### config.mk
export PLATFORM = sky130hd
export DESIGN_NAME = seq_stream_ctrl
export DESIGN_NICKNAME = d
export VERILOG_FILES = /design/src/rtl/seq_stream_ctrl.sv
export SDC_FILE = /design/constraint.sdc
export NUM_CORES = 1
export LEC_CHECK = 0
export ABC_AREA = 1
export CAP_MARGIN = 30
export CORE_MARGIN = 3
export CORE_UTILIZATION = 63
export CTS_CLUSTER_DIAMETER = 120
export DETAILED_ROUTE_END_ITERATION = 12
export DONT_BUFFER_PORTS = 1
export GPL_TIMING_DRIVEN = 0
export PLACE_DENSITY = 0.79
export REMOVE_ABC_BUFFERS = 1
export SETUP_SLACK_MARGIN = 0.3
export SLEW_MARGIN = 15
export SYNTH_ARGS = -nofsm -noshare
export SYNTH_HDL_FRONTEND = slang
export SYNTH_SLANG_ARGS = --single-unit
### constraint.sdc
create_clock -name clk -period 1.7 [get_ports clk]
set_input_delay 0 -clock clk [delete_from_list [all_inputs] [get_ports clk]]
set_output_delay 0 -clock clk [all_outputs]
set_load 0.02 [all_outputs]
### src/rtl/seq_stream_ctrl.sv
// seq_stream_ctrl: streams a latched pattern LSB-first into a serial detector and collects its hits.
// Optional SEQ_MOORE_ALIGN_EN: adds a DRAIN cycle and attributes det_out to the previous bit.
module seq_stream_ctrl #(
  parameter int WIDTH = 16,
  parameter int CNT_W = 5
) (
  input  logic             clk,
  input  logic             rst,
  input  logic             start,
  input  logic             abort,
  input  logic [WIDTH-1:0] data,
  output logic             busy,
  output logic             done,
  output logic [CNT_W-1:0] hit_count,
  output logic [CNT_W-1:0] first_hit,
  output logic [WIDTH-1:0] hit_map,
  output logic             det_clr,
  output logic             det_en,
  output logic             det_in,
  input  logic             det_out
);
`ifdef SEQ_MOORE_ALIGN_EN
  typedef enum logic [2:0] {IDLE, CLEAR, SHIFT, DRAIN, DONE} state_t;
`else
  typedef enum logic [2:0] {IDLE, CLEAR, SHIFT, DONE} state_t;
`endif
  state_t st, nxt;
  logic [WIDTH-1:0] shreg;
  logic [CNT_W-1:0] idx, sidx;
  logic last, samp, accept;
  assign last   = idx == CNT_W'(WIDTH - 1);
  assign accept = (st == IDLE || st == DONE) && start;
`ifdef SEQ_MOORE_ALIGN_EN
  // registered detector: the flag seen now belongs to the bit driven one cycle earlier
  assign samp = ((st == SHIFT && idx != '0) || st == DRAIN) && det_out && !abort;
  assign sidx = idx - 1'b1;
  assign busy = st == CLEAR || st == SHIFT || st == DRAIN;
`else
  assign samp = st == SHIFT && det_out && !abort;
  assign sidx = idx;
  assign busy = st == CLEAR || st == SHIFT;
`endif
  assign done    = st == DONE;
  assign det_en  = st == SHIFT;
  assign det_in  = det_en & shreg[0];
  assign det_clr = !rst || st == CLEAR;
  always_comb begin
    nxt = st;
    case (st)
      IDLE:    nxt = start ? CLEAR : IDLE;
      CLEAR:   nxt = abort ? IDLE : SHIFT;
`ifdef SEQ_MOORE_ALIGN_EN
      SHIFT:   nxt = abort ? IDLE : last ? DRAIN : SHIFT;
      DRAIN:   nxt = abort ? IDLE : DONE;
`else
      SHIFT:   nxt = abort ? IDLE : last ? DONE : SHIFT;
`endif
      DONE:    nxt = start ? CLEAR : IDLE;
      default: nxt = IDLE;
    endcase
  end
  always_ff @(posedge clk or negedge rst) begin
    if (!rst) begin
      st        <= IDLE;
      shreg     <= '0;
      idx       <= '0;
      hit_count <= '0;
      first_hit <= '0;
      hit_map   <= '0;
    end else begin
      st <= nxt;
      if (accept) begin
        shreg     <= data;
        idx       <= '0;
        hit_count <= '0;
        first_hit <= CNT_W'(WIDTH);
        hit_map   <= '0;
      end else if (st == SHIFT) begin
        shreg <= shreg >> 1;
        idx   <= idx + 1'b1;
      end
      if (samp) begin
        hit_count <= &hit_count ? hit_count : hit_count + 1'b1;
        hit_map   <= hit_map | (WIDTH'(1) << sidx);
        if (first_hit == CNT_W'(WIDTH)) first_hit <= sidx;
      end
    end
  end
endmodule

==> metrics.log, run 1 <==
INFO  metric cpPeakStageDelay = 0.41 ns
INFO  metric root_buffer = clkbuf_8
INFO  metric final_core_util = 88.7%
INFO  metric number_of_hold_violations_in_the_final_report = 4
INFO  metric holdCritPathClass = input port to flip-flop
INFO  metric crit_path_cell_trace = inv_2 > ha_4 > nand3_4 > buf_4 > nand2_1 > o21ai_0 > inv_1
INFO  metric seq_power_share = 33.8%
INFO  metric tritoncts = built
INFO  metric synthAdderAreaFrac = 6.51%
INFO  metric timing.clock.skew = 0.00685 ns
INFO  metric grt_first_pass_wirelength = 9920 um
INFO  metric die_h = 69.0 um
INFO  metric htree_num_levels = 2
INFO  metric worst_case_clock_buffer_depth = 2
INFO  metric grt_start_max_net_pins = 50
INFO  metric worst_setup_hold_path_clk_slew = 0.09 ns
INFO  metric design.final.nets = 391
INFO  metric post_synth_xor_area_fraction = 0.351%
INFO  metric slew_headroom = 67.4%
INFO  metric netlist_top_cells_area = dfrtp_1 (49%), nand2_1 (10%), o21ai_0 (9.8%), ha_1 (6.5%), inv_1 (6.5%)
INFO  metric post-route-min-period = 1.47 ns
INFO  metric worst_ir_drop_vdd = 1.14 mV
INFO  metric critical_path_peak_fanout = 8
INFO  metric synth_top_cell_area_share = 49.1%
INFO  metric cts_inserted_buffers = 5
INFO  metric ratio_of_cells_with_drive_above_1_in_the_final_layout = 22.9%
INFO  metric synth.area.mux_share = 0%
INFO  metric antenna_found_initial = 0
INFO  metric final_clock_period_utilization_by_the_worst_path = 86.6%
INFO  metric critical_path_rt = 1.94 ns
INFO  metric number_of_storage_elements_in_the_synthesis_netlist = 49
INFO  metric cellPowerDensity = 1460 nW/um^2
INFO  metric grt.total_usage = 28.3%
INFO  metric dominant_combinational_cell_family_by_area_after_synthesis = simple AND/OR/NAND/NOR gates
INFO  metric core_region_area = 3740 um^2
INFO  metric gr_ovfl_total = 0
INFO  metric cp-end-kind = flip-flop
INFO  metric final_total_power = 0.00484 W
INFO  metric report.final.setup_viol = 0
INFO  metric most-common-layout-cells = nand2_1 (60), dfrtp_1 (45), inv_1 (41)
INFO  metric io_buffers = 0
INFO  metric final.hold.worst_slack = -0.0165 ns
INFO  metric initialDrtViolationCount = 241
INFO  metric slew_violations = 0
INFO  metric p_comb_share = 48.1%
INFO  metric net_switching_power = 0.00204 W
INFO  metric horizontal_die_dimension = 69.0 um
INFO  metric postSynthAreaPerCell = 8.09 um^2
INFO  metric post_synthesis_compound_gate_area_fraction = 14.1%
INFO  metric post-synth-top-area-cell = dfrtp_1
INFO  metric fp.dieArea = 4760 um^2
INFO  metric synthesis.instances = 309
INFO  metric p_int = 0.00281 W
INFO  metric critical_path.startpoint_type = flip-flop
INFO  metric routed_via_density = 5.95
INFO  metric initial_utilization = 66.7%
INFO  metric number_of_antenna_violating_nets_in_the_routed_design = 0
INFO  metric preCtsSetupSlack = -0.827 ns
INFO  metric synth_area = 2500 um^2
INFO  metric switching_share_of_total_power = 42.0%
INFO  metric detailroute.via_count = 2415
INFO  metric synthDistinctLibCells = 25
INFO  metric ys.warnings.count = 0
INFO  metric wire_per_inst = 18.6 um
INFO  metric clock.fmax = 679 MHz
INFO  metric area_growth = 32.9%
INFO  metric pwr-share-clk = 18.1%
INFO  metric insertedDiodeCount = 0
INFO  metric insertion_delay = 0.30 ns
INFO  metric timing.critical_path.slowest_stage_cell = dfrtp_1
INFO  metric post-dp-hpwl = 3270 um
INFO  metric outcome = finished with violations
INFO  metric place_area = 2500 um^2
INFO  metric critical_path_class = flip-flop to flip-flop
INFO  metric rows = 22
INFO  metric via_count_of_the_first_global_routing_pass = 2170
INFO  metric drt_wl_total = 7550 um
INFO  metric ys_seq_area_share = 49.1%
INFO  metric final_common_cell = nand2_1
INFO  metric rsz0062_at_grt = true
INFO  metric critPathArrivalTime = 1.71 ns
INFO  metric failed_checks = hold timing
INFO  metric clock_sinks = 49
INFO  metric yosys.area_share.simple = 20.8%
INFO  metric finalWeightedCongestion = 0.798
INFO  metric power.static_leakage = 1.70 nW
INFO  metric final_standard_cell_area_without_fillers = 3320 um^2
INFO  metric detail_route.first_pass.iterations = 7
INFO  metric drc = 0
INFO  metric layout_setup_ws = 0.227 ns
INFO  metric drv_cap = 0
INFO  metric timing_worst_slew_pin_value = 0.487 ns
INFO  metric boundaryPins = 52
## layer usage
metal,track usage [%],wire length (um),up-vias
li1,-,-,1085
met2,51.1,3950,127
met3,6.81,583,24
met1,32.9,2780,1179
met4,8.52,238,0
met5,0,0,-
## registers in the layout, indices dropped and copies added, names as in the netlist
register,cells
first_hit,5
idx,5
shreg,16
hit_map,16
hit_count,5
st,2
## logic make-up (layout without fill, tap and decap cells)
| group | after synthesis | count (layout) |
|---|---|---|
| AND/OR/NAND/NOR | 123 | 130 |
| buffers and inverters | 55 | 97 |
| AO/OA/AOI/OAI | 68 | 68 |
| XOR/XNOR | 1 | 1 |
| flip-flops | 49 | 49 |
| adder cells (fa/ha/maj) | 13 | 13 |
## worst paths after layout
kind	start	end	slack (ns)	cells after the start
max	st[0]	hit_map[11]	0.23	7
min	start	shreg[9]	-0.02	4
max reg2reg	st[0]	hit_map[11]	0.23	7
min reg2reg	shreg[6]	shreg[6]	0.54	2
max in group asynchronous	rst	hit_count[1]	1.26	2
min in group asynchronous	rst	hit_map[7]	0.20	2
## stage by stage
stage	std cells	TNS (ns)	hold slack [ns]
finish	406	0	-0.0165
global route	406	0	0.00209
CTS	392	0	0.0171
detailed placement	347	-18.75	-0.294
global placement	347	-17.74	-0.294
floorplan	299	-2.77	-0.296
## cells in the mapped netlist (all sizes together)
master / n
dfrtp: 49
clkbuf: 3
a21oi: 10
or2: 1
nand3: 16
a211oi: 2
nor3: 2
a22oi: 1
nor2: 33
xor2: 1
nand2: 71
inv: 44
buf: 7
clkinv: 1
o21ai: 55
ha: 13
## power by group through the flow
stage / logic, W / registers [W] / clock network [W]
4_1_cts: 0.00163 / 0.00162 / 0.000870
6_report: 0.00233 / 0.00164 / 0.000876
3_5_place_dp: 0.00115 / 0.00164 / 0
2_1_floorplan: 0.000915 / 0.00160 / 0
5_1_grt: 0.00252 / 0.00166 / 0.000924
3_3_place_gp: 0.00112 / 0.00163 / 0
## critical path, delay by kind of cell (launching register included)
kind	cells	cell delay, ns
DFF	1	0.41
buffers and inverters	3	0.37
adders and majority gates	1	0.29
and+or+nand+nor	2	0.25
AOI/OAI and AO/OA	1	0.10
## timing repair
item                                    CTS  global route
hold buffers                             21             1
endpoints found under the setup margin   51            39
gates cloned                              2             5
buffers inserted                         14             8
gates resized for setup                  21            57
pin swaps                                 7            15
endpoints found under the hold margin    78            14
## layout make-up
cell class	instances	area [um^2]
Multi-Input combinational cell	212	1300
Clock inverter	1	30.0
Tap cell	48	60.1
Clock buffer	7	86.3
Inverter	45	186
Fill cell	167	422
Sequential cell	49	1230
Timing Repair Buffer	44	429
Note: power is estimated with default switching activity, not from simulation.
==> run 2, diff against run 1 <==
Settings changed: CORE_UTILIZATION 63 to 67, PLACE_DENSITY 0.79 to 0.83.
Clock period 1.7 ns to 1.9 ns, I/O delays scaled along.
==> metrics.log, run 2 (synthesized netlist as in run 1, its figures left out) <==
INFO  metric drc = 0
INFO  metric critical_path.startpoint_type = flip-flop
INFO  metric post-dp-hpwl = 3230 um
INFO  metric critPathArrivalTime = 1.78 ns
INFO  metric die_h = 67.1 um
INFO  metric cts_inserted_buffers = 5
INFO  metric wire_per_inst = 16.4 um
INFO  metric grt_start_max_net_pins = 50
INFO  metric drt_wl_total = 6270 um
INFO  metric io_buffers = 0
INFO  metric pwr-share-clk = 23.5%
INFO  metric design.final.nets = 370
INFO  metric cpPeakStageDelay = 0.44 ns
INFO  metric via_count_of_the_first_global_routing_pass = 2083
INFO  metric worst_ir_drop_vdd = 1.08 mV
INFO  metric number_of_antenna_violating_nets_in_the_routed_design = 0
INFO  metric htree_num_levels = 2
INFO  metric timing_worst_slew_pin_value = 0.345 ns
INFO  metric power.static_leakage = 1.57 nW
INFO  metric initial_utilization = 72.0%
INFO  metric cp.buffers_inverters = 0
INFO  metric ratio_of_cells_with_drive_above_1_in_the_final_layout = 11.0%
INFO  metric core_region_area = 3470 um^2
INFO  metric tritoncts = built
INFO  metric detailroute.via_count = 2192
INFO  metric rsz0062_at_grt = true
INFO  metric preCtsSetupSlack = -0.700 ns
INFO  metric holdCritPathClass = input port to flip-flop
INFO  metric grt_first_pass_wirelength = 9600 um
INFO  metric final.hold.worst_slack = -0.00687 ns
INFO  metric final_clock_period_utilization_by_the_worst_path = 84.5%
INFO  metric seq_power_share = 39.3%
INFO  metric cp-end-kind = flip-flop
INFO  metric crit_path_cell_trace = ha_4 > nand2_4 > o21ai_0 > o21ai_0
INFO  metric area_growth = 19.6%
INFO  metric outcome = finished with violations
INFO  metric fp.dieArea = 4500 um^2
INFO  metric grt.total_usage = 28.9%
INFO  metric largestRegisters = hit_map (16), shreg (16)
INFO  metric critical_path_class = flip-flop to flip-flop
INFO  metric worst_path_dominant_cell_family = compound AO/OA/AOI/OAI gates
INFO  metric horizontal_die_dimension = 67.1 um
INFO  metric p_int = 0.00226 W
INFO  metric place_area = 2490 um^2
INFO  metric antenna_found_initial = 0
INFO  metric root_buffer = clkbuf_8
INFO  metric gr_ovfl_total = 0
INFO  metric post-route-min-period = 1.61 ns
INFO  metric boundaryPins = 52
INFO  metric initialDrtViolationCount = 188
INFO  metric worst_case_clock_buffer_depth = 2
INFO  metric number_of_hold_violations_in_the_final_report = 1
INFO  metric clock_sinks = 49
INFO  metric finalWeightedCongestion = 0.806
INFO  metric p_comb_share = 37.2%
INFO  metric final_core_util = 86.1%
INFO  metric switching_share_of_total_power = 39.3%
INFO  metric slew_headroom = 76.9%
INFO  metric timing.critical_path.slowest_stage_cell = dfrtp_1
INFO  metric layout_setup_ws = 0.294 ns
INFO  metric drv_cap = 0
INFO  metric critPathMostFrequentCell = o21ai_0
INFO  metric insertedDiodeCount = 0
INFO  metric worst_setup_hold_path_clk_slew = 0.09 ns
INFO  metric final_common_cell = nand2_1
INFO  metric rows = 21
INFO  metric cellPowerDensity = 1240 nW/um^2
INFO  metric critical_path_rt = 2.08 ns
INFO  metric critical_path_peak_fanout = 26
INFO  metric timing.clock.skew = 0.00763 ns
INFO  metric slew_violations = 0
INFO  metric clock.fmax = 623 MHz
INFO  metric net_switching_power = 0.00146 W
INFO  metric routed_via_density = 5.72
INFO  metric final_standard_cell_area_without_fillers = 2990 um^2
INFO  metric most-common-layout-cells = nand2_1 (65), o21ai_0 (47), dfrtp_1 (47)
INFO  metric failed_checks = hold timing
INFO  metric insertion_delay = 0.31 ns
INFO  metric detail_route.first_pass.iterations = 5
INFO  metric report.final.setup_viol = 0
-- run 2: cell count changes in the layout (fill, tap and decap cells not counted), sizes merged --
cell	before	now
buf	22	8
bufinv	1	2
dlygate4sd3	21	20
clkinv	1	2
nand2	77	73
clkbuf	8	5
nand3	17	16
-- run 2: final timing paths --
check / from / to / slack, ns / depth (start not counted)
worst min-delay path: start / hit_map[13] / -0.007 / 3
worst max-delay path: st[1] / shreg[6] / 0.29 / 4
min in group asynchronous: rst / st[1] / 0.20 / 2
worst min register to register: shreg[0] / shreg[0] / 0.52 / 2
max in group asynchronous: rst / hit_count[0] / 1.47 / 2
worst max register to register: st[1] / shreg[6] / 0.29 / 4
-- run 2: area by class of cell --
cell class                 instances  area, um^2
timing repair buffer              28         278
clock inverter                     3        65.1
multi-input combinational        207        1120
clock buffer                       5        68.8
inverter                          45         174
tap                               46        57.6
sequential                        49        1230
fill                             194         480
-- run 2: metal layers --
metal  up-vias  track usage (%)  wire length [um]
li1       1032                -                 -
met3        17             8.43               365
met1      1057             33.3              2480
met5         -                0                 0
met2        86             49.2              3260
met4         0             12.7               159
-- run 2: per-stage QoR --
step                      power [W]  hold slack [ns]  cells  TNS (ns)
after floorplan             0.00225           -0.296    299    -0.283
after global placement      0.00246           -0.294    345    -10.45
after detailed placement    0.00250           -0.294    345    -11.25
after CTS                   0.00357          0.00878    375         0
after global routing        0.00395           0.0119    383         0
final                       0.00372         -0.00687    383         0
-- run 2: tightest hold or removal path, cell delays in order --
cell	delay, ns
nand2_4	0.10
nand2_1	0.09
a21oi_1	0.07
-- run 2: timing repair --
item                                    CTS  global route
pin swaps                                 1             6
gates resized for setup                   9             8
endpoints found under the setup margin   49            12
hold endpoints to repair                 72             2
gates cloned                              1             1
setup buffers                             1             6
hold buffers                             20             1
-- run 2: power groups by stage --
stage,combinational (W),clock [W],sequential [W]
2_1_floorplan,0.000818,0,0.00143
3_3_place_gp,0.000996,0,0.00146
3_5_place_dp,0.00103,0,0.00147
4_1_cts,0.00125,0.000873,0.00145
5_1_grt,0.00155,0.000917,0.00148
6_report,0.00138,0.000875,0.00146
==> run 3, diff against run 2 <==
Settings changed: CORE_UTILIZATION 67 to 56, PLACE_DENSITY 0.83 to 0.74.
Clock period 1.9 ns to 1.3 ns, I/O delays scaled along.
==> metrics.log, run 3 (synthesized netlist as in run 1, its figures left out) <==
INFO  metric critical_path_rt = 1.56 ns
INFO  metric outcome = finished with violations
INFO  metric root_buffer = clkbuf_8
INFO  metric routed_via_density = 6.21
INFO  metric critical_path.startpoint_type = flip-flop
INFO  metric globalRouteMet3Util = 8.13%
INFO  metric area_growth = 47.0%
INFO  metric die_h = 72.8 um
INFO  metric insertion_delay = 0.32 ns
INFO  metric failed_checks = hold timing, setup timing
INFO  metric post-dp-hpwl = 3210 um
INFO  metric critical_path_class = flip-flop to flip-flop
INFO  metric slew_violations = 0
INFO  metric timing.critical_path.slowest_stage_cell = dfrtp_1
INFO  metric holdCritPathClass = input port to async pin
INFO  metric worst_ir_drop_vdd = 1.45 mV
INFO  metric grt_start_max_net_pins = 51
INFO  metric preCtsSetupSlack = -1.26 ns
INFO  metric number_of_antenna_violating_nets_in_the_routed_design = 0
INFO  metric gr_ovfl_total = 0
INFO  metric tritoncts = built
INFO  metric cts_hold_repair.buffers = 18
INFO  metric finish.cell_count_without_fillers = 412
INFO  metric most-common-layout-cells = dfrtp_1 (45), nand2_1 (39), inv_1 (37)
INFO  metric cts_inserted_buffers = 5
INFO  metric timing_worst_slew_pin_value = 0.374 ns
INFO  metric boundaryPins = 52
INFO  metric cpPeakStageDelay = 0.42 ns
INFO  metric report.final.setup_viol = 51
INFO  metric timing.setup.tns = -6.46 ns
INFO  metric critPathArrivalTime = 1.81 ns
INFO  metric cellPowerDensity = 2020 nW/um^2
INFO  metric design.final.nets = 395
INFO  metric drt_wl_total = 8980 um
INFO  metric critical_path_peak_fanout = 7
INFO  metric wire_per_inst = 21.8 um
INFO  metric final_common_cell = dfrtp_1
INFO  metric number_of_hold_violations_in_the_final_report = 78
INFO  metric via_count_of_the_first_global_routing_pass = 2448
INFO  metric worst_case_clock_buffer_depth = 2
INFO  metric grt.total_usage = 29.3%
INFO  metric final_clock_period_utilization_by_the_worst_path = 119%
INFO  metric slew_headroom = 75.0%
INFO  metric io_buffers = 0
INFO  metric initial_utilization = 60.3%
INFO  metric final_standard_cell_area_without_fillers = 3670 um^2
INFO  metric post-route-min-period = 1.55 ns
INFO  metric antenna_found_initial = 0
INFO  metric final.hold.worst_slack = -0.633 ns
INFO  metric core_region_area = 4140 um^2
INFO  metric clock_sinks = 49
INFO  metric grt_first_pass_wirelength = 11700 um
INFO  metric cp-end-kind = flip-flop
INFO  metric crit_path_cell_trace = inv_2 > ha_4 > nand3_2 > buf_4 > nand2_1 > o21ai_0 > inv_1
INFO  metric layout_setup_ws = -0.248 ns
INFO  metric rows = 23
INFO  metric rsz0062_at_grt = true
INFO  metric largestRegisters = hit_map (16), shreg (16)
INFO  metric grtUsageMet1 = 35.0%
INFO  metric placed_insts = 349
INFO  metric globalRouteMet2Util = 48.3%
INFO  metric drc = 0
INFO  metric detailroute.via_count = 2560
INFO  metric finalWeightedCongestion = 0.783
INFO  metric initialDrtViolationCount = 279
INFO  metric insertedDiodeCount = 0
INFO  metric power.static_leakage = 1.80 nW
INFO  metric fp.dieArea = 5300 um^2
INFO  metric detail_route.first_pass.iterations = 4
INFO  metric clock.fmax = 646 MHz
INFO  metric place_area = 2500 um^2
INFO  metric ratio_of_cells_with_drive_above_1_in_the_final_layout = 37.8%
INFO  metric drv_cap = 0
INFO  metric horizontal_die_dimension = 72.8 um
INFO  metric timing.clock.skew = 0.00472 ns
INFO  metric htree_num_levels = 2
INFO  metric grt-busiest-layer = met2
INFO  metric worst_setup_hold_path_clk_slew = 0.10 ns
run 3: cell count changes in the layout (fill, tap and decap cells not counted), moves of 7 or more:
cell	before	now
buf_6	0	12
nand2_1	65	39
nand2_2	4	18
nand2_4	3	14
nand3_2	0	7
o21ai_0	47	4
o21ai_1	8	36
o21ai_2	0	15
run 3: layout make-up:
cell class | count | area (um^2)
multi-input cells | 213 | 1560
repair inverters | 1 | 8.76
inverters | 45 | 206
flip-flops and latches | 49 | 1230
fillers | 181 | 470
clock buffers | 5 | 68.8
repair buffers | 46 | 493
well taps | 50 | 62.6
clock inverters | 3 | 46.3
run 3: per-stage QoR:
stage	utilization (%)	hold WS [ns]	total power [W]
floorplan	-	-0.296	0.00329
global placement	60.3	-0.294	0.00360
detailed placement	60.3	-0.294	0.00365
CTS	81.2	-0.635	0.00641
global route	88.6	-0.646	0.00774
finish	88.6	-0.633	0.00741
run 3: metal layers:
layer | up-vias | share of wire [%] | wire length, um
li1 | 1098 | - | -
met1 | 1263 | 36 | 3240
met2 | 157 | 51 | 4600
met3 | 42 | 8.1 | 728
met4 | 0 | 4.7 | 420
met5 | - | 0 | 0
run 3: worst paths after layout:
check	startpoint	end	slack [ns]	depth (start not counted)
worst max-delay path	st[0]	hit_map[7]	-0.25	7
worst min-delay path	rst	shreg[13]	-0.63	0
min in group clk	start	st[0]	-0.10	2
max in group asynchronous	rst	hit_count[0]	1.83	0
worst min register to register	shreg[9]	shreg[9]	0.53	2
worst max register to register	st[0]	hit_map[7]	-0.25	7
run 3: critical path: cells and delay by family (launching register included):
kind                     cells  cell delay (ns)
AO/OA/AOI/OAI                1             0.13
buffers and inverters        3             0.37
adder cells (fa/ha/maj)      1             0.30
flip-flops                   1             0.42
AND/OR/NAND/NOR              2             0.28
run 3: power by group:
group          total, W  internal, W  switching (W)
clock network   0.00113     0.000576       0.000558
registers       0.00217      0.00188       0.000284
logic           0.00411      0.00174        0.00237
total           0.00741      0.00420        0.00321
run 3: repair_timing:
item / CTS / global route
cloned: 7 / 2
endpoints found under the hold margin: 97 / 80
resized for setup: 117 / 68
setup buffers: 19 / 9
pin swaps: 18 / 18
endpoints found under the setup margin: 54 / 54
